===== config.mk =====
export PLATFORM = sky130hd
export DESIGN_NAME = uart_tx
export DESIGN_NICKNAME = d
export VERILOG_FILES = /design/src/rtl/uart_tx.sv
export SDC_FILE = /design/constraint.sdc
export NUM_CORES = 1
export LEC_CHECK = 0
export ABC_AREA = 0
export BUFFER_PORTS_ARGS = -buffer_cell sky130_fd_sc_hd__buf_2
export CELL_PAD_IN_SITES_DETAIL_PLACEMENT = 1
export CELL_PAD_IN_SITES_GLOBAL_PLACEMENT = 1
export CORE_ASPECT_RATIO = 1.75
export CORE_MARGIN = 2
export CORE_UTILIZATION = 42
export DETAILED_ROUTE_END_ITERATION = 10
export PLACE_DENSITY = 0.72
export SYNTH_ARGS = -nofsm -noshare
export SYNTH_HDL_FRONTEND = slang
export SYNTH_SLANG_ARGS = --single-unit
export TNS_END_PERCENT = 100

===== constraint.sdc =====
create_clock -name clk -period 1.8 [get_ports clk]
set_input_delay 0.18 -clock clk [delete_from_list [all_inputs] [get_ports clk]]
set_output_delay 0.18 -clock clk [all_outputs]
set_load 0.03 [all_outputs]

===== src/rtl/uart_tx.sv =====
// uart_tx: 8N1/8N2 UART transmitter with a one-byte holding register, LSB first
module uart_tx #(
    parameter int CLK_DIV   = 434,
    parameter int STOP_BITS = 1
) (
    input  logic       clk,
    input  logic       n_rst,
    input  logic [7:0] din,
    input  logic       din_val,
    output logic       din_rdy,
    output logic       txd,
    output logic       tx_busy,
    output logic       tx_done
);
    localparam int CW = $clog2(CLK_DIV);

    typedef enum logic [1:0] {IDLE, START, DATA, STOP} state_t;

    state_t        state;
    logic [CW-1:0] cnt;
    logic [2:0]    idx;
    logic          sidx;
    logic [7:0]    hold;
    logic [7:0]    shifter;
    logic          full;
    logic          accept;
    logic          bit_end;
    logic          last_stop;
    logic          load;

    // din_rdy doubles as the inverted holding-full flag
    assign full      = !din_rdy;
    assign accept    = din_val && din_rdy;
    assign bit_end   = cnt == CW'(CLK_DIV - 1);
    assign last_stop = (STOP_BITS == 1) || sidx;
    // holding byte moves to the shifter from IDLE, or straight out of the final stop bit
    assign load      = full && (state == IDLE || (state == STOP && bit_end && last_stop));

    // handshake, baud counter and frame FSM; outputs are set together with the state they belong to
    always_ff @(posedge clk or negedge n_rst) begin
        if (!n_rst) begin
            state   <= IDLE;
            cnt     <= '0;
            idx     <= '0;
            sidx    <= 1'b0;
            hold    <= '0;
            shifter <= '0;
            din_rdy <= 1'b1;
            txd     <= 1'b1;
            tx_busy <= 1'b0;
            tx_done <= 1'b0;
        end else begin
            if (accept) hold <= din;
            din_rdy <= accept ? 1'b0 : (load ? 1'b1 : din_rdy);
            cnt     <= (state == IDLE || bit_end) ? '0 : cnt + 1'b1;
            tx_done <= state == STOP && last_stop && cnt == CW'(CLK_DIV - 2);
            if (load) begin
                shifter <= hold;
                state   <= START;
                txd     <= 1'b0;
                tx_busy <= 1'b1;
            end else begin
                case (state)
                    START: if (bit_end) begin
                        state <= DATA;
                        idx   <= '0;
                        txd   <= shifter[0];
                    end
                    DATA: if (bit_end) begin
                        shifter <= shifter >> 1;
                        idx     <= idx + 1'b1;
                        txd     <= (idx == 3'd7) ? 1'b1 : shifter[1];
                        if (idx == 3'd7) begin
                            state <= STOP;
                            sidx  <= 1'b0;
                        end
                    end
                    STOP: if (bit_end) begin
                        if (last_stop) begin
                            state   <= IDLE;
                            tx_busy <= 1'b0;
                        end else begin
                            sidx <= 1'b1;
                        end
                    end
                    default: ;
                endcase
            end
        end
    end
endmodule


# After elaboration in Yosys (flattened, before gate mapping)
# Index checks and enable logic that the tools add are counted.
# totals
reg_bits	34
input_bits	11
out_inout_bits	4
wordCells	67
# classes
n_addsub	2
eq_ne	12
muxes	23
n_bitwise	1
n_reduce_logical	20
# ops
cell	n
2-to-1 mux 8 bit	3
== test 9 bit (second input constant)	2
inequality test 3 bit (second input constant)	4
2-to-1 mux 2 bit	5
nonzero test 2 bit	5
adder 9 x 1 -> 9 bit (second input constant)	1
2-to-1 mux 1 bit	9
2-to-1 mux 9 bit	1
2-to-1 mux 3 bit	2
case mux 2 bit (3 select lines)	1
case mux 3 bit (2 select lines)	1
AND reduction 5 bit	1
== test 2 bit (second input constant)	2
logical AND 1 bit	4
inequality test 2 bit (second input constant)	2
AND reduction 2 bit	2
AND reduction 4 bit	1
nonzero test 4 bit	1
adder 3 x 1 -> 3 bit (second input constant)	1
== test 3 bit (second input constant)	1
AND reduction 3 bit	1
nonzero test 3 bit	1
== test 2 x 1 -> 1 bit (second input constant)	1
logical NOT 2 bit	1
4 further kinds	5

# Logic depth before layout (Yosys ltp)
# logic_depth
depth_word	6
mapped_depth	9
depth_no_buf	6

# Worst setup path after synthesis
# Ideal clock, no wire load.
# synth_timing
kind	reg-to-reg
startpoint	register din_rdy
endpoint	register shifter[1]
setup_time_ns	0.065
arrival_time_ns	1.609
required_time_ns	1.735
slack_ns	0.126
stages_incl_launch_ff	6
n_path_buf	1
period_less_slack_ns	1.674
path_cell_list	dfstp_2 clkbuf_1 inv_1 and3_1 a21oi_2 o221a_2
# synth_between
elab_chain_len	4
elab_cells_between_ends	6
cone_classes	mux (1); reduce/logical (5)
# synth_lines
element	line	rtl
start: declaration	10	output logic din_rdy,
start signal: assignment	54	din_rdy <= accept ? 1'b0 : (load ? 1'b1 : din_rdy);
logical NOT 1 bit (*)	32	assign full = !din_rdy;
logical AND 1 bit (*)	37	assign load = full && (state == IDLE || (state == STOP && bit_end && last_stop));
nonzero test 2 bit (no source line)	-	
AND reduction 2 bit (no source line)	-	
end signal: assignment	58	shifter <= hold;
end signal: assignment	70	shifter <= shifter >> 1;
end: declaration	24	logic [7:0] shifter;
# Every way passes the cells marked *; elsewhere a longest branch is shown, timed or not.
# A chain may end at the register's enable or synchronous reset.

# Worst setup path in the final report
# layout_timing
startpoint	register cnt[1]
endpoint	register tx_busy
# layout_between
elab_chain_len	6
elab_cells_between_ends	8
cone_classes	eq/ne (1); mux (1); reduce/logical (6)
# layout_lines
element	line	rtl
start: declaration	20	logic [CW-1:0] cnt;
start signal: assignment	55	cnt <= (state == IDLE || bit_end) ? '0 : cnt + 1'b1;
== test 9 bit (*)	34	assign bit_end = cnt == CW'(CLK_DIV - 1);
logical AND 1 bit	37	
logical OR 1 bit	37	
logical AND 1 bit	37	
nonzero test 2 bit (no source line)	-	
AND reduction 2 bit (no source line)	-	
end signal: assignment	50	tx_busy <= 1'b0;
end signal: assignment	61	tx_busy <= 1'b1;
end signal: assignment	81	tx_busy <= 1'b0;
end: declaration	12	output logic tx_busy,
# Marks and branches as above.

==> flow_summary_export.csv <==
group,metric,value,unit
outcome,status,"completed",
logic_synthesis,synth-edff-count,0,
power_and_ir_drop,p_seq_share,50.1,%
place,port_buffers,14,
sta,hold_viol,0,
finish,n_antenna_cell,0,
power_and_ir_drop,p_clk_share,21.6,%
place,dp.cells,228,
power_and_ir_drop,power_switching,0.793,mW
floorplan,die_area,4670,um2
run,drv_cap,0,
global_route,gr-usage-all-layers,20.2,%
sta,finalClockSkew,5.62,ps
worst_hold_path,min_from,"din_val",
power_and_ir_drop,finalPower,2.46,mW
floorplan,die_h,88.9,um
critical_path,crit_required,1970,ps
routing,firstDrtPassIters,4,
logic_synthesis,yosysWarnings,0,
sta,setup_viol,0,
clock_tree,clkTransAtPathRegs,70,ps
clock_tree,cts_buffers,5,
sta,rsz0062_at_grt,"yes",
global_route,grt_pass1_wl,6820,um
logic_synthesis,syn_inst,163,
logic_synthesis,synth_nets,179,
finish,area_delta_synth_final,15.5,%
finish,layout-drive-gt1-share,30.5,%
worst_hold_path,min_path_cells,2,
sta,fin_hold_ws,47.7,ps
worst_hold_path,min_to,"din_rdy",
clock_tree,clockBufferDepth,2,
critical_path,cp_cell_sequence,"inv_1, ha_1, nand4bb_1, buf_4, nor2_1, buf_4, nand2_1, a221o_1",
clock_tree,cts-root-buf,"clkbuf_8",
power_and_ir_drop,p_int,1.67,mW
power_and_ir_drop,sw_frac_of_total,32.3,%
routing,ant_nets,0,
global_route,grt_max_degree,35,
critical_path,arrival,1890,ps
global_route,grt_antenna_before_repair,0,
sta,tightest_slew,766,ps
floorplan,die_w,52.5,um
logic_synthesis,avgSynthCellArea,10.6,um2
clock_tree,cts_htree_levels,2,
routing,vias,1340,
worst_hold_path,holdCritPathClass,"in -> reg",
logic_synthesis,synth_ff_type,"dfrtp_1",
finish,nets,206,
routing,wire_per_inst,17.1,um
power_and_ir_drop,vdd_drop_max,0.788,mV
finish,post-route-util,51.2,%
power_and_ir_drop,p_per_area,1230,nW/um2
power_and_ir_drop,pwr-share-comb,28.3,%
critical_path,reg2reg_depth,8,
critical_path,max_stage_delay,400,ps
global_route,grt_pass1_vias,1504,
critical_path,r2r_slack,90,ps
place,routabilityCongestion,0.744,
sta,fmax,584,MHz
sta,slew_violations,0,
critical_path,cpMaxStageDelayCell,"dfrtp_1",
floorplan,ios,15,
logic_synthesis,async_reset_ff_share,100,%
critical_path,cp-end-kind,"flip-flop",
sta,period_share,95.2,%
sta,setup_ws,86.7,ps
logic_synthesis,yosys_register_bits,34,
critical_path,r2r-end,"tx_busy",
finish,stdcell_area,2000,um2
place,post-place-ws,-43.6,ps
floorplan,start_util,44.3,%
power_and_ir_drop,p_leak,0.890,nW
sta,slew_headroom,49.0,%
critical_path,r2r-start,"cnt[1]",
critical_path,worstSetupStartpointType,"flip-flop",
finish,stdcell_count,238,
routing,totalWireLength,4080,um
finish,mostFrequentLayoutCells,"dfrtp_1, nor2_1, inv_1, buf_2, buf_4",
global_route,globalRouteOverflowTotal,0,
logic_synthesis,synth.distinct_cells,37,
place,placed_area,1880,um2
clock_tree,clock_latency,290,ps
routing,drc_errors,0,
floorplan,row_count,30,
routing,viasPerCell,5.63,
critical_path,cpMostUsedCell,"buf_4",
routing,drtIter0Drc,18,
clock_tree,cts.sinks,34,
logic_synthesis,yosysSeqAreaShare,49.3,%
sta,fin_crit,1710,ps
critical_path,cp_max_fo,4,
critical_path,criticalPathCategory,"reg -> reg",
logic_synthesis,syn_area,1730,um2
clock_tree,cts_tree,"done",
floorplan,coreArea,3900,um2
place,hpwlAfterDp,2870,um
sta,setup-tns-final,0,ps
finish,final_common_cell,"dfrtp_1",
worst max path at each step:
stage	start	to	slack, ps	cells past startpoint
2_1_floorplan	din_rdy	shifter[1]	130	5
3_3_place_gp	cnt[1]	state[0]	90	6
3_5_place_dp	cnt[1]	state[0]	-40	6
4_1_cts	cnt[1]	txd	30	6
5_1_grt	cnt[1]	shifter[5]	-40	8
6_report	cnt[1]	tx_busy	90	8
Yosys cell counts (2+ instances only):
library cell	count	share of area [%]
o221a_2	6	3.9
nand3_1	2	0.58
inv_1	14	3.0
and3_1	2	0.72
nand2_1	11	2.4
dfrtp_1	32	46
mux2_2	8	5.2
nand4_1	2	0.72
o31a_2	2	1.2
dfstp_2	2	3.0
xor2_1	3	1.5
nor4_1	8	2.9
clkbuf_1	3	0.65
nor2_1	18	3.9
a22o_1	3	1.5
xnor2_1	5	2.5
o21ai_0	6	1.7
a31oi_1	8	2.9
nor3_1	2	0.58
ha_1	5	3.6
buf_6	5	3.3
registers in the layout, indices dropped and copies added, names as in the netlist:
register and count:
state 2, hold 8, idx 3, din_rdy 1, tx_busy 1, cnt 9, shifter 8, txd 1
tx_done 1
power by group through the flow:
stage          clock, mW  sequential, mW  combinational [mW]
6_report           0.531            1.23               0.696
5_1_grt            0.576            1.26               0.792
4_1_cts            0.549            1.22               0.712
3_5_place_dp           0            1.23               0.703
3_3_place_gp           0            1.21               0.655
2_1_floorplan          0            1.20               0.473
cells by family after synthesis:
logic type / Yosys count / share of synthesized area (%)
xor gates and xnor gates: 8 / 4.05
buffers and inverters: 23 / 7.38
AOI/OAI and AO/OA: 33 / 15.4
adders and majority gates: 5 / 3.62
and+or+nand+nor: 51 / 14.5
muxes: 9 / 5.78
DFF: 34 / 49.3
final cells by class:
cell class / instances / area, um2
Tap cell: 48 / 60.1
Multi-Input combinational cell: 106 / 772
Clock buffer: 7 / 76.3
Timing Repair Buffer: 29 / 185
Sequential cell: 34 / 853
Inverter: 14 / 52.6
Fill cell: 459 / 1900
critical path, delay by kind of cell, from the launching register on:
kind            cells  cell delay (ps)
fa+ha+maj           1              150
flops               1              400
simple gates        3              320
compound gates      1              320
buf+inv             3              410
metal layers:
layer / GRT usage (%) / up-vias / wire (um)
met5: 0 / - / 0
met4: 9.09 / 0 / 80
met3: 5.18 / 4 / 98
met2: 38.1 / 15 / 2390
met1: 19.8 / 692 / 1510
li1: - / 629 / -
what timing repair did:
item / CTS / global route
endpoints found under the hold margin: 30 / 0
hold buffers: 1 / 0
resized for setup: 2 / 5
setup buffers: 0 / 2
setup endpoints to repair: 7 / 6
Note: power is estimated with default switching activity, not from simulation.
